## config.mk

```make
export PLATFORM = sky130hd
export DESIGN_NAME = dma_cycle_stealer_flat
export DESIGN_NICKNAME = d
export VERILOG_FILES = /design/src/rtl/dma_cycle_stealer_if.sv /design/src/rtl/dma_cycle_stealer.sv /design/src/flat_wrapper.sv
export SDC_FILE = /design/constraint.sdc
export NUM_CORES = 1
export LEC_CHECK = 0
export BUFFER_PORTS_ARGS = -buffer_cell sky130_fd_sc_hd__buf_2
export CAP_MARGIN = 40
export CORE_ASPECT_RATIO = 0.8
export CORE_UTILIZATION = 40
export DETAILED_ROUTE_END_ITERATION = 8
export MAX_ROUTING_LAYER = met4
export PLACE_DENSITY_LB_ADDON = 0.05
export REMOVE_ABC_BUFFERS = 1
export SETUP_SLACK_MARGIN = 0.02
export SYNTH_ARGS = -nofsm -noshare
export SYNTH_HDL_FRONTEND = slang
export SYNTH_SLANG_ARGS = --single-unit
```

## constraint.sdc

```tcl
create_clock -name clk_1 -period 5.35 [get_ports clk_1]
set_clock_uncertainty 0.1 [all_clocks]
set_input_delay 0.2675 -clock clk_1 [delete_from_list [all_inputs] [get_ports clk_1]]
set_output_delay 0.2675 -clock clk_1 [all_outputs]
set_load 0.01 [all_outputs]
```

## src/rtl/dma_cycle_stealer_if.sv

```systemverilog
// Bus-side signal bundle of the cycle-stealing DMA engine.
// The slave modport is the DMA engine; the master modport is the system around it.
interface dma_cycle_stealer_if;
  logic        trig;
  logic [7:0]  trig_page;
  logic        cpu_rw;
  logic [7:0]  mem_data_in;
  logic        rdy;
  logic        bus_grant;
  logic [15:0] dma_addr;
  logic        dma_rw;
  logic [7:0]  dma_data_out;
  logic        busy;
  logic        done;
  logic        overrun;

  modport master (
    output trig, trig_page, cpu_rw, mem_data_in,
    input  rdy, bus_grant, dma_addr, dma_rw, dma_data_out, busy, done, overrun
  );

  modport slave (
    input  trig, trig_page, cpu_rw, mem_data_in,
    output rdy, bus_grant, dma_addr, dma_rw, dma_data_out, busy, done, overrun
  );
endinterface

```

## src/rtl/dma_cycle_stealer.sv

```systemverilog
// Block-copy DMA that halts a 6502 through its rdy line and copies LEN bytes
// from {page,idx} to a fixed destination register, one read/write pair per byte.
module dma_cycle_stealer #(
  parameter int          LEN       = 256,
  parameter logic [15:0] DEST_ADDR = 16'h2004,
  parameter bit          ALIGN_EN  = 1'b1
) (
  input  logic               clk_1,
  input  logic               res_n,
  dma_cycle_stealer_if.slave io
);

  typedef enum logic [2:0] {
    S_IDLE,
    S_WAIT,
    S_HALT,
    S_ALIGN,
    S_READ,
    S_WRITE
  } state_t;

  localparam logic [7:0] LAST_IDX = 8'(LEN - 1);

  state_t      state_reg, state_next;
  logic [7:0]  page_reg, page_next;
  logic [7:0]  idx_reg, idx_next;
  logic        phase_reg;

  logic        rdy_reg;
  logic        grant_reg;
  logic [15:0] addr_reg, addr_next;
  logic        rw_reg, rw_next;
  logic [7:0]  wdata_reg, wdata_next;
  logic        busy_reg;
  logic        done_reg, done_next;
  logic        overrun_reg, overrun_next;

  always_comb begin
    state_next   = state_reg;
    page_next    = page_reg;
    idx_next     = idx_reg;
    done_next    = 1'b0;
    overrun_next = io.trig && (state_reg != S_IDLE);
    unique case (state_reg)
      S_IDLE: begin
        if (io.trig) begin
          page_next  = io.trig_page;
          idx_next   = 8'd0;
          state_next = S_WAIT;
        end
      end
      // The CPU only freezes on a read cycle, so keep off the bus until it reads.
      S_WAIT: begin
        if (io.cpu_rw) begin
          state_next = S_HALT;
        end
      end
      S_HALT: begin
        state_next = (ALIGN_EN && phase_reg) ? S_ALIGN : S_READ;
      end
      S_ALIGN: begin
        state_next = S_READ;
      end
      S_READ: begin
        state_next = S_WRITE;
      end
      S_WRITE: begin
        if (idx_reg == LAST_IDX) begin
          state_next = S_IDLE;
          done_next  = 1'b1;
        end else begin
          idx_next   = idx_reg + 8'd1;
          state_next = S_READ;
        end
      end
      default: begin
        state_next = S_IDLE;
      end
    endcase
  end

  // Bus outputs are decoded from the state being entered so that they are
  // registered yet line up with the state they belong to.
  always_comb begin
    addr_next  = 16'h0000;
    rw_next    = 1'b1;
    wdata_next = 8'h00;
    unique case (state_next)
      S_ALIGN, S_READ: begin
        addr_next = {page_next, idx_next};
      end
      S_WRITE: begin
        // WRITE is only ever entered from READ; this register is the data latch.
        addr_next  = DEST_ADDR;
        rw_next    = 1'b0;
        wdata_next = io.mem_data_in;
      end
      default: begin
        addr_next = 16'h0000;
      end
    endcase
  end

  always_ff @(posedge clk_1) begin
    if (!res_n) begin
      state_reg   <= S_IDLE;
      page_reg    <= 8'h00;
      idx_reg     <= 8'h00;
      phase_reg   <= 1'b0;
      rdy_reg     <= 1'b1;
      grant_reg   <= 1'b0;
      addr_reg    <= 16'h0000;
      rw_reg      <= 1'b1;
      wdata_reg   <= 8'h00;
      busy_reg    <= 1'b0;
      done_reg    <= 1'b0;
      overrun_reg <= 1'b0;
    end else begin
      state_reg   <= state_next;
      page_reg    <= page_next;
      idx_reg     <= idx_next;
      phase_reg   <= ~phase_reg;
      rdy_reg     <= (state_next == S_IDLE);
      grant_reg   <= (state_next == S_ALIGN) || (state_next == S_READ) ||
                     (state_next == S_WRITE);
      addr_reg    <= addr_next;
      rw_reg      <= rw_next;
      wdata_reg   <= wdata_next;
      busy_reg    <= (state_next != S_IDLE);
      done_reg    <= done_next;
      overrun_reg <= overrun_next;
    end
  end

  assign io.rdy          = rdy_reg;
  assign io.bus_grant    = grant_reg;
  assign io.dma_addr     = addr_reg;
  assign io.dma_rw       = rw_reg;
  assign io.dma_data_out = wdata_reg;
  assign io.busy         = busy_reg;
  assign io.done         = done_reg;
  assign io.overrun      = overrun_reg;

endmodule

```

## src/flat_wrapper.sv

```systemverilog
// flat-port wrapper written by rule: the top's interface ports become plain ports
module dma_cycle_stealer_flat 
#(
  parameter int          LEN       = 256,
  parameter logic [15:0] DEST_ADDR = 16'h2004,
  parameter bit          ALIGN_EN  = 1'b1
)
  (clk_1, res_n, io_trig, io_trig_page, io_cpu_rw, io_mem_data_in, io_rdy, io_bus_grant, io_dma_addr, io_dma_rw, io_dma_data_out, io_busy, io_done, io_overrun);
  dma_cycle_stealer_if io_i ();
  input  logic clk_1;
  input  logic res_n;
  input wire logic [$bits(io_i.trig)-1:0] io_trig;
  input wire logic [$bits(io_i.trig_page)-1:0] io_trig_page;
  input wire logic [$bits(io_i.cpu_rw)-1:0] io_cpu_rw;
  input wire logic [$bits(io_i.mem_data_in)-1:0] io_mem_data_in;
  output wire logic [$bits(io_i.rdy)-1:0] io_rdy;
  output wire logic [$bits(io_i.bus_grant)-1:0] io_bus_grant;
  output wire logic [$bits(io_i.dma_addr)-1:0] io_dma_addr;
  output wire logic [$bits(io_i.dma_rw)-1:0] io_dma_rw;
  output wire logic [$bits(io_i.dma_data_out)-1:0] io_dma_data_out;
  output wire logic [$bits(io_i.busy)-1:0] io_busy;
  output wire logic [$bits(io_i.done)-1:0] io_done;
  output wire logic [$bits(io_i.overrun)-1:0] io_overrun;
  assign io_i.trig = io_trig;
  assign io_i.trig_page = io_trig_page;
  assign io_i.cpu_rw = io_cpu_rw;
  assign io_i.mem_data_in = io_mem_data_in;
  assign io_rdy = io_i.rdy;
  assign io_bus_grant = io_i.bus_grant;
  assign io_dma_addr = io_i.dma_addr;
  assign io_dma_rw = io_i.dma_rw;
  assign io_dma_data_out = io_i.dma_data_out;
  assign io_busy = io_i.busy;
  assign io_done = io_i.done;
  assign io_overrun = io_i.overrun;
  dma_cycle_stealer #(.LEN(LEN), .DEST_ADDR(DEST_ADDR), .ALIGN_EN(ALIGN_EN)) u_core (.clk_1(clk_1), .res_n(res_n), .io(io_i));
endmodule
```

Yosys cells after proc, flatten, opt, wreduce, memory -nomap -nowiden
Cells that the tools add are included.
Word-level totals
  register bits: 50
  output and inout port bits: 30
  word-level logic and storage cells: 46
  bits of input ports: 20
Cells by class
  $add $sub $neg: 1
  equal/unequal tests: 9
  bitwise logic cells: 1
  reductions and logical operators: 10
  muxes and demuxes: 13
Operators by type and width (number)
  two-way mux 8 bit: 4
  case mux 16 bit (2 select lines): 1
  case mux 3 bit (6 select lines): 1
  case mux 8 bit (2 select lines): 1
  == test 3 bit, second input constant: 4
  two-way mux 3 bit: 4
  == test 3 x 2 -> 1 bit, second input constant: 3
  adder 8 x 1 -> 8 bit, second input constant: 1
  == test 8 bit, second input constant: 1
  zero test 3 bit: 2
  nonzero test 3 bit: 2
  AND reduction 2 bit: 2
  == test 3 x 1 -> 1 bit, second input constant: 1
  logical OR 1 bit: 2
  two-way mux 1 bit: 2
  OR reduction 2 bit: 1
  logical AND 1 bit: 1
  NOT 1 bit: 1

Logic depth before layout (Yosys ltp)
  depth in word-level cells: 6
  gate-level depth with buffers: 7
  mapped depth without buffers: 6

Worst setup path after synthesis
No wires, ideal clock.
  path type: register -> register
  start: register u_core.idx_reg[0]
  end: register u_core.addr_reg[2] (netlist: u_core.io.dma_addr[2])
  setup slack: 3.564 ns
  data arrival time: 1.572 ns
  library setup time: 0.114 ns
  buffers on the path: 1
  required time: 5.136 ns
  clock period less this slack: 1.786 ns
  cell stages (with the launch flop): 7
  path through: dfxtp_1 ha_1 and4_1 a21oi_2 or2_2 clkbuf_1 a21o_1
On the way
  cells in the longest elaborated chain, start to end: 6
  elaborated cells between the ends (all ways): 11
  classes of those cells: add/sub: 1; eq/ne: 4; mux: 5; reduce/logical: 1
Ends and longest elaborated chain
  from (decl): RTL line dma_cycle_stealer.sv:26  | logic [7:0] idx_reg, idx_next;
  from (signal assigned): RTL line dma_cycle_stealer.sv:121  | idx_reg <= idx_next;
  == test 8 bit: RTL line dma_cycle_stealer.sv:68  | if (idx_reg == LAST_IDX) begin
  two-way mux 3 bit: RTL line dma_cycle_stealer.sv:68
  case mux 3 bit (6 select lines): RTL line dma_cycle_stealer.sv:44  | unique case (state_reg)
  == test 3 bit or == test 3 x 2 -> 1 bit (tied branches): RTL line dma_cycle_stealer.sv:88  | unique case (state_next)
  OR reduction 2 bit: RTL line dma_cycle_stealer.sv:88
  case mux 16 bit (2 select lines) (*): RTL line dma_cycle_stealer.sv:88
  to (signal assigned): RTL line dma_cycle_stealer.sv:126  | addr_reg <= addr_next;
  to (decl): RTL line dma_cycle_stealer.sv:31  | logic [15:0] addr_reg, addr_next;
Mark *: on every way between the ends. The rest lies on a longest branch, timed or not.
A chain may end at the register's enable or synchronous reset.

Worst setup path after layout
  start: register u_core.state_reg[1]
  end: register u_core.addr_reg[4] (netlist: u_core.io.dma_addr[4])
On the way
  cells in the longest elaborated chain, start to end: 5
  elaborated cells between the ends (all ways): 15
  classes of those cells: eq/ne: 8; mux: 5; reduce/logical: 2
Ends and longest elaborated chain
  from (decl): RTL line dma_cycle_stealer.sv:24  | state_t state_reg, state_next;
  from (signal assigned): RTL line dma_cycle_stealer.sv:119  | state_reg <= state_next;
  == test 3 bit (tied with other cells): RTL line dma_cycle_stealer.sv:44
  case mux 3 bit (6 select lines): RTL line dma_cycle_stealer.sv:44
  == test 3 bit or == test 3 x 2 -> 1 bit (tied branches): RTL line dma_cycle_stealer.sv:88
  OR reduction 2 bit: RTL line dma_cycle_stealer.sv:88
  case mux 16 bit (2 select lines) (*): RTL line dma_cycle_stealer.sv:88
Marks and branches as above.

==> run_summary.xml <==
<?xml version="1.0" encoding="UTF-8"?>
<metrics>
  <group name="run_status">
    <metric name="status" unit="">complete, no violations</metric>
  </group>
  <group name="setup_path">
    <metric name="setup.worst_path.start_class" unit="">flop</metric>
    <metric name="worst-r2r-cell-count" unit="">4</metric>
    <metric name="register_to_register_setup_slack" unit="ns">3.43</metric>
    <metric name="worst_ep_required_time" unit="ns">5.44</metric>
    <metric name="cpMaxStageDelayCell" unit="">or4b_4</metric>
    <metric name="path_max_fanout" unit="">14</metric>
    <metric name="worst_r2r_startpoint" unit="">u_core.state_reg[1]</metric>
    <metric name="crit_arrival" unit="ns">2.01</metric>
    <metric name="r2r-end" unit="">u_core.io.dma_addr[4]</metric>
    <metric name="timing.critical_path.cells" unit="">or4b_4 -&gt; and3_4 -&gt; o22a_1 -&gt; and2_1</metric>
    <metric name="timing.setup.critical_path_class" unit="">reg -&gt; reg</metric>
    <metric name="longest_individual_stage_delay_on_the_worst_path" unit="ns">0.68</metric>
    <metric name="endpoint_kind" unit="">flop</metric>
  </group>
  <group name="place">
    <metric name="dp_hpwl" unit="µm">2616</metric>
    <metric name="place.port_buffers" unit="">49</metric>
    <metric name="placed_cells" unit="">287</metric>
    <metric name="dpl-instance-area" unit="mm²">0.002100</metric>
    <metric name="place.gp.congestion" unit="">0.8498</metric>
    <metric name="dp_worst_setup_slack" unit="ns">3.450</metric>
  </group>
  <group name="layout">
    <metric name="layout_cells_sized_above_1" unit="%">27.73</metric>
    <metric name="finalNonFillerCells" unit="">295</metric>
    <metric name="num-nets-final" unit="">258</metric>
    <metric name="largest_reg_flops" unit="">16</metric>
    <metric name="final_cell_mix" unit="">dfxtp_1, buf_2, nand2_1</metric>
    <metric name="insertedDiodeCount" unit="">0</metric>
    <metric name="layout.cell_area.non_filler" unit="mm²">0.002210</metric>
    <metric name="syn_to_layout_area_delta" unit="%">20.88</metric>
    <metric name="mostFrequentLayoutCell" unit="">dfxtp_1</metric>
  </group>
  <group name="run">
    <metric name="max_cap_violations" unit="">0</metric>
  </group>
  <group name="global_routing">
    <metric name="first_global_vias" unit="">1328</metric>
    <metric name="overflow" unit="">0</metric>
    <metric name="wire_length_of_the_first_global_routing_pass" unit="µm">6058</metric>
    <metric name="largest_net_degree_at_the_start_of_global_routing" unit="">15</metric>
    <metric name="grt_antenna_before_repair" unit="">0</metric>
    <metric name="globalRouteTotalUtil" unit="%">16.66</metric>
  </group>
  <group name="timing">
    <metric name="final.setup.tns" unit="ns">0</metric>
    <metric name="finalCriticalPeriod" unit="ns">1.916</metric>
    <metric name="timing_worst_slew_pin_value" unit="ns">0.8450</metric>
    <metric name="max-slew-margin-rel" unit="%">43.52</metric>
    <metric name="final-hold-violation-count" unit="">0</metric>
    <metric name="timing.final.max_slew_violations" unit="">0</metric>
    <metric name="fmax" unit="GHz">0.5219</metric>
    <metric name="worst_setup_slack_after_layout" unit="ns">3.434</metric>
    <metric name="fin_crit_sh" unit="%">35.82</metric>
    <metric name="setup_violating_endpoint_count_in_the_final_report" unit="">0</metric>
    <metric name="hold-worst-slack" unit="ns">0.06419</metric>
    <metric name="grt_setup_unrepaired" unit="">no</metric>
  </group>
  <group name="hold_path">
    <metric name="hp-start" unit="">io_mem_data_in[2]</metric>
    <metric name="whs_endpoint" unit="">u_core.io.dma_data_out[2]</metric>
    <metric name="worst_hold_check_path_type" unit="">in -&gt; reg</metric>
    <metric name="worstHoldPathCells" unit="">2</metric>
  </group>
  <group name="floorplanning">
    <metric name="floorplan.die.height" unit="µm">62.47</metric>
    <metric name="placeableCoreArea" unit="mm²">0.004283</metric>
    <metric name="io_pins" unit="">50</metric>
    <metric name="fp.dieArea" unit="mm²">0.004846</metric>
    <metric name="floorplan.rows" unit="">21</metric>
    <metric name="floorplan.die.width" unit="µm">77.58</metric>
    <metric name="start_util" unit="%">42.68</metric>
  </group>
  <group name="yosys">
    <metric name="yosys_warnings" unit="">0</metric>
    <metric name="synth_edf_count" unit="">0</metric>
    <metric name="synth-main-ff-cell" unit="">dfxtp_1</metric>
    <metric name="yosysTopAreaCell" unit="">dfxtp_1</metric>
    <metric name="synthDistinctLibCells" unit="">43</metric>
    <metric name="yosys-top-cells-area" unit="">dfxtp_1, and2_1, a21oi_1</metric>
    <metric name="synth_sequential_area_ratio" unit="%">54.76</metric>
    <metric name="post-synth-top-area-fraction" unit="%">54.76</metric>
    <metric name="mappedNetlistArea" unit="mm²">0.001828</metric>
    <metric name="synthCells" unit="">189</metric>
    <metric name="synth_async_sr_flop_share" unit="%">0</metric>
    <metric name="yosys_register_bits" unit="">50</metric>
    <metric name="average_footprint_of_a_synthesized_cell" unit="µm²">9.672</metric>
  </group>
  <group name="pwr">
    <metric name="p_per_area" unit="mW/mm²">310.8</metric>
    <metric name="static-leakage-power" unit="nW">1.042</metric>
    <metric name="vdd_drop_max" unit="V">0.0001352</metric>
  </group>
  <group name="routing">
    <metric name="first_iter_violations" unit="">105</metric>
    <metric name="drc_errors" unit="">0</metric>
    <metric name="antenna_violating_nets_post_route" unit="">0</metric>
    <metric name="post_dr_wirelength_cell" unit="µm">12.29</metric>
    <metric name="num_vias" unit="">1467</metric>
    <metric name="drt_pass_1_iters" unit="">4</metric>
    <metric name="routed_via_density" unit="">4.973</metric>
    <metric name="drt_wl_total" unit="µm">3627</metric>
  </group>
  <group name="cts">
    <metric name="clockBufferDepth" unit="">2</metric>
    <metric name="numCtsBuffers" unit="">5</metric>
    <metric name="cts_post_setup_buffers_inserted" unit="">0</metric>
    <metric name="cts_max_level" unit="">2</metric>
    <metric name="tritoncts_clock_tree" unit="">built</metric>
    <metric name="cts-root-buf" unit="">clkbuf_8</metric>
    <metric name="clock_insertion_delay_worst_skew" unit="ns">0.30</metric>
    <metric name="ctsHoldBuffers" unit="">0</metric>
    <metric name="clk_pin_slew_worst_paths" unit="ns">0.09</metric>
    <metric name="cts.repair.resized" unit="">0</metric>
    <metric name="cts.sinks" unit="">50</metric>
  </group>
</metrics>
[final cells by class]
class / instances / area, µm²
fillers: 399 / 2073
flip-flops and latches: 50 / 1001
multi-input cells: 124 / 755.7
repair buffers: 49 / 245.2
clock buffers: 8 / 110.1
well taps: 57 / 71.32
inverters: 7 / 26.28
[synthesized netlist by cell type, types with 2 or more instances]
library cell,number
dfxtp_1,50
nand2_1,21
and2_1,18
a21oi_1,16
o21ai_0,8
inv_1,7
nand3_1,7
nor2_1,7
nand3b_1,4
a21o_1,3
and3_1,3
clkbuf_1,3
nand4_1,3
nor2b_1,3
nor3_1,3
a211o_1,2
and4_1,2
buf_2,2
mux2i_1,2
or3b_2,2
[cells by family after synthesis]
kind of cell,count (synthesis),share of synthesized area [%]
muxes,2,1.095
xor gates and xnor gates,1,0.4792
and+or+nand+nor,81,25.60
AOI/OAI and AO/OA,39,13.49
buffers and inverters,15,3.902
DFF,50,54.76
adders and majority gates,1,0.6844
[how the worst max path moves through the flow]
stage / from / endpoint / slack, ns / cells after the start
after floorplan: u_core.state_reg[1] / u_core.io.dma_addr[4] / 3.59 / 4
after detailed placement: u_core.state_reg[1] / u_core.io.dma_addr[4] / 3.45 / 4
after global routing: u_core.state_reg[1] / u_core.io.dma_addr[5] / 3.31 / 4
after CTS: u_core.state_reg[1] / u_core.io.dma_addr[4] / 3.43 / 4
final: u_core.state_reg[1] / u_core.io.dma_addr[4] / 3.43 / 4
after global placement: u_core.state_reg[1] / u_core.io.dma_addr[4] / 3.48 / 4
[metrics by stage]
step	total power [mW]	util, %
after floorplan	0.4290	-
after CTS	0.6958	51.59
after global placement	0.4495	49.02
after detailed placement	0.4511	49.02
after global routing	0.7231	51.59
final	0.6867	51.59
[worst max-delay path: cells and delay by family, from the launching register on]
| family | cells | cell delay, ns |
|---|---|---|
| simple gates | 3 | 1.06 |
| flops | 1 | 0.43 |
| compound gates | 1 | 0.21 |
[metal layers]
layer / up-vias / part of all wire, % / GRT usage, %
li1: 744 / - / -
met1: 666 / 48 / 20.97
met2: 47 / 44 / 24.56
met3: 10 / 5.3 / 4.964
met4: 0 / 2.3 / 7.547
met5: - / 0 / -
[where the power goes]
group	internal (mW)	leakage [nW]	switching (mW)	total (mW)
Sequential	0.384	0.406	0.00747	0.391
Clock	0.131	0.0575	0.114	0.245
Combinational	0.0226	0.578	0.0283	0.0509
No activity file was read; power rests on OpenSTA's default activity.
